### src/rtl/fetch_pkg.sv
// fetch_pkg: shared widths and opcode constants for the instruction fetch unit.
// Contents: default PC/instruction widths, opcode field position, the
// opcodes the fetch path cares about, and an opcode extraction helper.
package fetch_pkg;

    localparam int PC_W    = 8;
    localparam int INSTR_W = 16;

    localparam int OPC_MSB = 15;
    localparam int OPC_LSB = 12;

    localparam logic [3:0] OPC_HALT = 4'b0111;
    localparam logic [3:0] OPC_JUMP = 4'b0010;
    localparam logic [3:0] OPC_BEQ  = 4'b1000;

    function automatic logic [3:0] opcode(input logic [INSTR_W-1:0] w);
        return w[OPC_MSB:OPC_LSB];
    endfunction

endpackage

### src/rtl/fetch_queue.sv
// fetch_queue: synchronous FIFO holding {pc, instr} prefetch entries.
// Ports:
//   clk, reset      clock, asynchronous active-low reset
//   push, wdata     write one entry at the tail
//   pop             remove the head entry
//   flush           discard every entry (wins over push/pop)
//   rdata           head entry (stale when empty)
//   count           occupied entries
module fetch_queue #(
    parameter int W     = 24,
    parameter int DEPTH = 4
) (
    input  logic                     clk,
    input  logic                     reset,
    input  logic                     push,
    input  logic [W-1:0]             wdata,
    input  logic                     pop,
    input  logic                     flush,
    output logic [W-1:0]             rdata,
    output logic [$clog2(DEPTH):0]   count
);

    localparam int AW = $clog2(DEPTH);
    localparam logic [AW:0] FULL = (AW+1)'(DEPTH);

    logic [W-1:0]  mem_q [DEPTH];
    logic [W-1:0]  mem_d [DEPTH];
    logic [AW-1:0] wr_q, wr_d, rd_q, rd_d;
    logic [AW:0]   cnt_q, cnt_d;

    always_comb begin
        mem_d = mem_q;
        if (push && !flush)
            mem_d[wr_q] = wdata;
        wr_d  = flush ? '0 : push ? wr_q + 1'b1 : wr_q;
        rd_d  = flush ? '0 : pop ? rd_q + 1'b1 : rd_q;
        cnt_d = flush ? '0 : cnt_q + {{AW{1'b0}}, push} - {{AW{1'b0}}, pop};
    end

    always_ff @(posedge clk or negedge reset) begin
        if (!reset) begin
            mem_q <= '{default: '0};
            wr_q  <= '0;
            rd_q  <= '0;
            cnt_q <= '0;
        end else begin
            mem_q <= mem_d;
            wr_q  <= wr_d;
            rd_q  <= rd_d;
            cnt_q <= cnt_d;
        end
    end

    assign rdata = mem_q[rd_q];
    assign count = cnt_q;

    // The issue credit in the parent must make this unreachable.
    assert property (@(posedge clk) disable iff (!reset) !(push && !flush && cnt_q == FULL));

endmodule

### src/rtl/instr_fetch_unit.sv
// instr_fetch_unit: fetch PC, instruction memory requests and prefetch queue
// feeding the control unit over a valid/ready handshake.
// Optional feature: INSTR_FETCH_HALT_DETECT_EN stops fetch on a halt opcode.
// Ports:
//   clk, reset                  clock, asynchronous active-low reset
//   imem_req, imem_addr         read request to instruction memory
//   imem_rdata                  read data, one cycle after imem_req
//   instr, instr_pc             queue head instruction and its address
//   instr_valid, instr_ready    head handshake with the control unit
//   redirect, redirect_pc       taken jump/branch: flush and refetch
//   q_count                     occupied queue entries
//   halted                      fetch stopped on a halt opcode
module instr_fetch_unit #(
    parameter int PC_W    = fetch_pkg::PC_W,
    parameter int INSTR_W = fetch_pkg::INSTR_W,
    parameter int DEPTH   = 4
) (
    input  logic                     clk,
    input  logic                     reset,
    output logic                     imem_req,
    output logic [PC_W-1:0]          imem_addr,
    input  logic [INSTR_W-1:0]       imem_rdata,
    output logic [INSTR_W-1:0]       instr,
    output logic [PC_W-1:0]          instr_pc,
    output logic                     instr_valid,
    input  logic                     instr_ready,
    input  logic                     redirect,
    input  logic [PC_W-1:0]          redirect_pc,
    output logic [$clog2(DEPTH):0]   q_count,
    output logic                     halted
);

    import fetch_pkg::*;

    localparam int CW = $clog2(DEPTH) + 1;

    logic [PC_W-1:0] fetch_pc_q, fetch_pc_d, infl_pc_q, infl_pc_d;
    logic            inflight_q, inflight_d, drop_q, drop_d, halted_q, halted_d;
    logic            issue, push, pop, halt_hit;
    logic [CW-1:0]   credit;

    always_comb begin
        // Occupied plus in-flight slots: never request more than the queue holds.
        credit = q_count + {{(CW-1){1'b0}}, inflight_q};
        issue  = reset && !halted_q && !redirect && credit < CW'(DEPTH);
        // A word returning in a redirect cycle is discarded by the flush itself;
        // no request is issued then, so nothing lands after the redirect.
        push   = inflight_q && !drop_q && !redirect;
        pop    = instr_valid && instr_ready;
`ifdef INSTR_FETCH_HALT_DETECT_EN
        halt_hit = push && opcode(imem_rdata) == OPC_HALT;
`else
        halt_hit = 1'b0;
`endif
        fetch_pc_d = redirect ? redirect_pc : issue ? fetch_pc_q + 1'b1 : fetch_pc_q;
        inflight_d = issue;
        infl_pc_d  = issue ? fetch_pc_q : infl_pc_q;
        // The word requested alongside the halt push is the only one still in flight.
        drop_d     = redirect ? 1'b0 : (halt_hit && issue) ? 1'b1 : inflight_q ? 1'b0 : drop_q;
        halted_d   = redirect ? 1'b0 : halt_hit ? 1'b1 : halted_q;
    end

    always_ff @(posedge clk or negedge reset) begin
        if (!reset) begin
            fetch_pc_q <= '0;
            infl_pc_q  <= '0;
            inflight_q <= 1'b0;
            drop_q     <= 1'b0;
            halted_q   <= 1'b0;
        end else begin
            fetch_pc_q <= fetch_pc_d;
            infl_pc_q  <= infl_pc_d;
            inflight_q <= inflight_d;
            drop_q     <= drop_d;
            halted_q   <= halted_d;
        end
    end

    fetch_queue #(
        .W     (PC_W + INSTR_W),
        .DEPTH (DEPTH)
    ) u_queue (
        .clk   (clk),
        .reset (reset),
        .push  (push),
        .wdata ({infl_pc_q, imem_rdata}),
        .pop   (pop),
        .flush (redirect),
        .rdata ({instr_pc, instr}),
        .count (q_count)
    );

    assign imem_req    = issue;
    assign imem_addr   = fetch_pc_q;
    assign instr_valid = q_count != '0;
    assign halted      = halted_q;

endmodule

### config.mk
export PLATFORM = sky130hd
export DESIGN_NAME = instr_fetch_unit
export DESIGN_NICKNAME = d
export VERILOG_FILES = /design/src/rtl/fetch_pkg.sv /design/src/rtl/fetch_queue.sv /design/src/rtl/instr_fetch_unit.sv
export SDC_FILE = /design/constraint.sdc
export NUM_CORES = 1
export LEC_CHECK = 0
export ABC_AREA = 0
export CORE_ASPECT_RATIO = 1.75
export CORE_MARGIN = 2
export CORE_UTILIZATION = 35
export CTS_CLUSTER_SIZE = 25
export DETAILED_ROUTE_END_ITERATION = 7
export PLACE_DENSITY = 0.55
export SLEW_MARGIN = 20
export SYNTH_ARGS = -nofsm -noshare
export SYNTH_HDL_FRONTEND = slang
export SYNTH_HIERARCHICAL = 1
export SYNTH_SLANG_ARGS = --single-unit
### constraint.sdc
create_clock -name clk -period 2.2 [get_ports clk]
set_input_delay 0.22 -clock clk [delete_from_list [all_inputs] [get_ports clk]]
set_output_delay 0.22 -clock clk [all_outputs]
set_load 0.03 [all_outputs]
==> results of run 1 <==
==> timing repair <==
item / CTS / global route
hold buffers: 1 / 0
resized for setup: 19 / 0
setup buffers: 0 / 8
endpoints found under the setup margin: 19 / 1
hold endpoints to repair: 8 / 0
==> cell families after synthesis <==
family	share of synthesized area (%)
multiplexers	34.8
flip-flops	52.3
AND/OR/NAND/NOR	4.27
buffers and inverters	3.59
AO/OA/AOI/OAI	1.85
adder cells (fa/ha/maj)	1.87
XOR/XNOR	1.31
other	0.0653
==> worst paths after layout <==
path	startpoint	end	slack, ns	depth (start not counted)
worst max-delay path	u_queue/rd_q[0]$_DFFE_PN0P_	instr_pc[5]	0.08	4
worst min-delay path	reset	imem_addr[2]$_DFFE_PN0P_	0.27	2
worst max register to register	u_queue/count[0]$_DFF_PN0_	u_queue/count[2]$_DFF_PN0_	0.11	9
worst min register to register	u_queue/mem_q[78]$_DFFE_PN0P_	u_queue/mem_q[78]$_DFFE_PN0P_	0.50	1
max in group asynchronous	reset	u_queue/rd_q[0]$_DFFE_PN0P_	1.05	3
min in group clk	redirect_pc[0]	imem_addr[0]$_DFFE_PN0P_	0.35	3
==> through the flow <==
stage | instance area, um^2 | utilization [%] | setup slack [ns] | hold slack [ns]
CTS | 7370 | 45.5 | 0.00821 | 0.268
floorplan | 5780 | - | 0.00135 | -0.0756
global placement | 6750 | 41.6 | 0.146 | 0.0806
finish | 7430 | 45.8 | 0.0830 | 0.266
global route | 7430 | 45.8 | 0.000324 | 0.264
detailed placement | 6750 | 41.6 | 0.122 | 0.0831
==> layout make-up <==
class	count	area [um^2]
fillers	1429	8780
flip-flops and latches	120	3010
multi-input cells	199	2570
repair buffers	89	957
clock buffers	18	429
well taps	192	240
clock inverters	14	199
inverters	7	26.3
==> power by group <==
part | internal [W] | switching, W
clock | 0.00191 | 0.00102
combinational | 0.00170 | 0.00155
sequential | 0.00265 | 0.000329
==> cell usage in the layout (no fill, tap or decap), types with 5 or more instances in the layout <==
cell type	netlist	final
buf_12	0	13
buf_4	2	18
clkbuf_16	0	17
clkdlybuf4s50_1	0	38
clkinv_4	0	5
dfrtp_1	120	116
dlygate4sd2_1	0	17
ha_1	7	5
mux2_2	36	36
mux2_4	68	68
mux4_2	24	24
nand2_1	6	6
nor2_1	8	8
o21ai_1	6	6
xnor2_1	5	5
==> worst max-delay path, delay by kind of cell (launching register included) <==
kind | cells | cell delay, ns
mux | 1 | 0.58
flops | 1 | 0.38
buf+inv | 3 | 0.54
==> flip-flops by register name (all words and copies together) (netlist names) <==
| register | cells |
|---|---|
| imem_addr | 8 |
| infl_pc_q | 8 |
| inflight_q | 1 |
| u_queue/count | 3 |
| u_queue/mem_q | 96 |
| u_queue/rd_q | 2 |
| u_queue/wr_q | 2 |
==> layer usage <==
layer / track usage (%) / up-vias / part of all wire (%) / wire [um]
li1: - / 1438 / - / -
met1: 18.2 / 1703 / 42 / 4920
met2: 24.9 / 54 / 54 / 6320
met3: 3.67 / 12 / 3.4 / 402
met4: 4.91 / 0 / 1.3 / 157
met5: 0 / - / 0 / 0
==> metrics.yaml, run 1 <==
status: "finished, final reports clean"
path_cells: "buf_4 -> buf_6 -> mux4_2 -> buf_12"
finalSetupTns_ns: 0
ys_warn_count: 6
p_leak_nw: 3.63
synthCells: 345
synth.distinct_cells: 35
crit_path_top_delay_cell: "mux4_2"
ios: 66
dr.pass1.iters: 4
grt_pass1_wl_um: 19900
fmax_ghz: 0.472
port-buffer-count: 64
synth.top_cell.area_share_pct: 52.3
slew_viol_final: 0
arrival_ns: 1.90
synth_top_cell_by_area: "dfrtp_1"
ys_async_sr_fraction_pct: 100
syn-cell-area_mm2: 0.00575
synth_ff_type: "dfrtp_1"
cts_buffer_depth: 2
stdcell_count: 639
peakVddDrop_mv: 0.711
cts_tree: "yes"
synth_nets: 381
drc_errors: 0
grt_usage_pct: 14.8
maxCapViolCount: 0
gp_congestion: 0.759
numClockSinks: 120
nets: 470
grt_overflow: 0
cp_data_required_time_ns: 1.98
dp_hpwl_um: 7870
cpPeakStageDelay_ns: 0.58
ys_ff_latch: 120
synth_most_common_cell: "dfrtp_1"
yosys-top-cells-area: "dfrtp_1 (52%), mux2_4 (18%), mux4_2 (9.4%)"
critical_path_class: "reg2out"
cts-root-buf: "clkbuf_16"
drive_gt1_share_pct: 47.7
cp_max_fo: 7
hold_viol_final: 0
routed_wl_um: 11800
routed_via_density: 5.02
grt_max_degree: 113
min_period_over_period_pct: 96.2
start_util_pct: 35.4
h-tree-depth: 4
critPathCaptureType: "primary output"
tightest_slew_ns: 0.600
period_needed_ns: 2.12
antenna_left: 0
antenna_cells: 0
power_w: 0.00915
coreArea_mm2: 0.0162
critPathLaunchType: "register"
cts_buffers: 17
setup_viol_count_final: 0
clkTransAtPathRegs_ns: 0.06
synth_edf_count: 0
vias: 3207
rsz0062_at_grt: "false"
syn2layout_area_growth_pct: 29.3
die-width_um: 101
grt_pass1_vias: 3665
avgRoutedWirePerCell_um: 18.5
hold_class: "in2async"
die_h_um: 173
placed_cells: 598
synthTopCellsByCount: "dfrtp_1 (120), mux2_4 (68), mux2_2 (36), mux4_2 (24), buf_6 (13)"
drt_iter0_markers: 133
antenna_found_initial: 0
relSlewSlack_pct: 60.0
avgSynthCellArea_um2: 16.7
ys_seq_area_share_pct: 52.3
power_density_mw_per_mm2: 1230
dieArea_mm2: 0.0175
clkLatencyLatePin_ns: 0.41
finalClockSkew_ns: 0.00942
rows: 62
(Power assumes the default switching activity.)
==> inputs of run 2 (changes only) <==
DONT_BUFFER_PORTS = 1   (was not set)
PLACE_DENSITY = 0.5   (was 0.55)
==> run 2 against run 1 <==
Net effect: the flow now finishes with violations (hold timing); final area shrank 8.3%; power is 10% lower; cell count shrank 8.1%; clock power down 6.8%; largest cell class unchanged; largest power group is now registers.
==> metrics.yaml, run 2 (same netlist as run 1, synthesis figures left out) <==
die_h_um: 173
grt_pass1_vias: 3360
dp_hpwl_um: 7080
drt_iter0_markers: 67
grt_usage_pct: 14.4
rsz0062_at_grt: "false"
ios: 66
routed_wl_um: 11600
clkLatencyLatePin_ns: 0.40
final_cell_mix: "dfrtp_1 (116), mux2_4 (68), mux2_2 (36), dlygate4sd3_1 (25), mux4_2 (24)"
p_switching_w: 0.00274
relSlewSlack_pct: 60.2
routed_via_density: 5.14
crit_path_top_delay_cell: "dfrtp_2"
cts_buffer_depth: 2
dieArea_mm2: 0.0175
tightest_slew_ns: 0.597
coreArea_mm2: 0.0162
largest_reg_flops: 96
fmax_ghz: 0.472
dr.pass1.iters: 4
cp-startpoint: "u_queue/count[0]$_DFF_PN0_"
power.internal_w: 0.00550
cts-root-buf: "clkbuf_16"
seqPwrFrac_pct: 36.1
syn2layout_area_growth_pct: 18.6
port-buffer-count: 0
hold_viol_final: 120
p_leak_nw: 3.30
reg2reg_from: "u_queue/count[0]$_DFF_PN0_"
antenna_left: 0
reg2reg_depth: 9
final_common_cell: "dfrtp_1"
violations: "hold timing"
cp_data_required_time_ns: 1.98
critPathCaptureType: "primary output"
use_met2_pct: 23.5
cpPeakStageDelay_ns: 0.40
whs_ns: -0.495
critical_path_class: "reg2out"
p_sw_share_pct: 33.3
power_w: 0.00824
grt_overflow: 0
setup_viol_count_final: 0
finalClockSkew_ns: 0.00877
drive_gt1_share_pct: 48.9
cp_max_fo: 9
antenna_found_initial: 0
cts_buffers: 17
largest_register: "u_queue/mem_q"
rows: 62
path_delay_family: "compound AO/OA/AOI/OAI gates"
h-tree-depth: 4
die-width_um: 101
finalSetupTns_ns: 0
slew_viol_final: 0
worst-path-buf-inv: 2
start_util_pct: 35.4
antenna_cells: 0
cts_tree: "yes"
cts-hold-fix-buffers: 25
p_clk_share_pct: 33.2
critPathLaunchType: "register"
avgRoutedWirePerCell_um: 19.8
period_needed_ns: 2.12
arrival_ns: 1.90
cp.depth: 5
drc_errors: 0
power_density_mw_per_mm2: 1210
postCtsSetupBuffers: 0
nets: 418
path_cells: "buf_4 -> a31o_2 -> a21bo_2 -> nand2b_4 -> inv_4"
min_period_over_period_pct: 96.3
use_met3_pct: 3.63
numClockSinks: 120
grt_use_met1_pct: 18.3
vias: 3020
grt_max_degree: 125
maxCapViolCount: 0
p_comb_share_pct: 30.7
peakVddDrop_mv: 0.673
grt_most_used_layer: "met2"
hold_class: "in2async"
status: "complete, but fails checks"
grt_pass1_wl_um: 19000
gp_congestion: 0.700
clkTransAtPathRegs_ns: 0.06
==> run 2: cell count changes in the layout (fill, tap and decap cells not counted), moves of 2 or more <==
| cell | before | now |
|---|---|---|
| buf_12 | 13 | 3 |
| buf_4 | 18 | 9 |
| buf_6 | 2 | 0 |
| bufinv_16 | 4 | 2 |
| clkdlybuf4s50_1 | 38 | 0 |
| clkinv_4 | 5 | 3 |
| clkinvlp_4 | 1 | 4 |
| dlygate4sd2_1 | 17 | 0 |
| dlygate4sd3_1 | 1 | 25 |
==> run 2: routing by layer <==
| metal | up-vias | part of all wire (%) |
|---|---|---|
| met1 | 1613 | 43 |
| met2 | 57 | 52 |
| met4 | 0 | 1.5 |
| li1 | 1338 | - |
| met3 | 12 | 3.8 |
| met5 | - | 0 |
==> run 2: timing repair <==
action                                  in CTS  in global routing
endpoints found under the hold margin      199                120
endpoints found under the setup margin       0                  1
resized for setup                            0                  1
==> run 2: path summary, 6_finish.rpt <==
kind                            slack, ns                            end
worst max-delay path                 0.08                       imem_req
worst min-delay path                -0.49  u_queue/mem_q[52]$_DFFE_PN0P_
worst max register to register       0.11     u_queue/count[2]$_DFF_PN0_
worst min register to register       0.49  u_queue/mem_q[78]$_DFFE_PN0P_
max in group asynchronous            2.50  u_queue/mem_q[69]$_DFFE_PN0P_
min in group clk                     0.03       imem_addr[6]$_DFFE_PN0P_
==> run 2: layout make-up <==
class | instances | area (um^2)
inverter | 7 | 28.8
fill | 1436 | 9400
clock buffer | 18 | 439
multi-input combinational | 199 | 2570
tap | 192 | 240
sequential | 120 | 3010
timing repair buffer | 37 | 378
clock inverter | 14 | 149
==> run 2: stage by stage <==
step / worst slack, ns / cells / util (%) / cell area [um^2]
6_report: 0.0822 / 587 / 42.0 / 6810
5_1_grt: 0.00348 / 587 / 42.0 / 6810
4_1_cts: 0.0170 / 587 / 42.0 / 6810
3_5_place_dp: 0.135 / 530 / 36.8 / 5970
3_3_place_gp: 0.191 / 530 / 36.8 / 5970
2_1_floorplan: 0.00135 / 345 / - / 5780
==> run 2: power by group through the flow <==
stage	Clock (W)	Combinational, W	Sequential, W
4_1_cts	0.00280	0.00259	0.00299
6_report	0.00273	0.00253	0.00298
5_1_grt	0.00291	0.00270	0.00305
3_3_place_gp	0	0.00249	0.00299
3_5_place_dp	0	0.00253	0.00302
2_1_floorplan	0	0.00209	0.00300
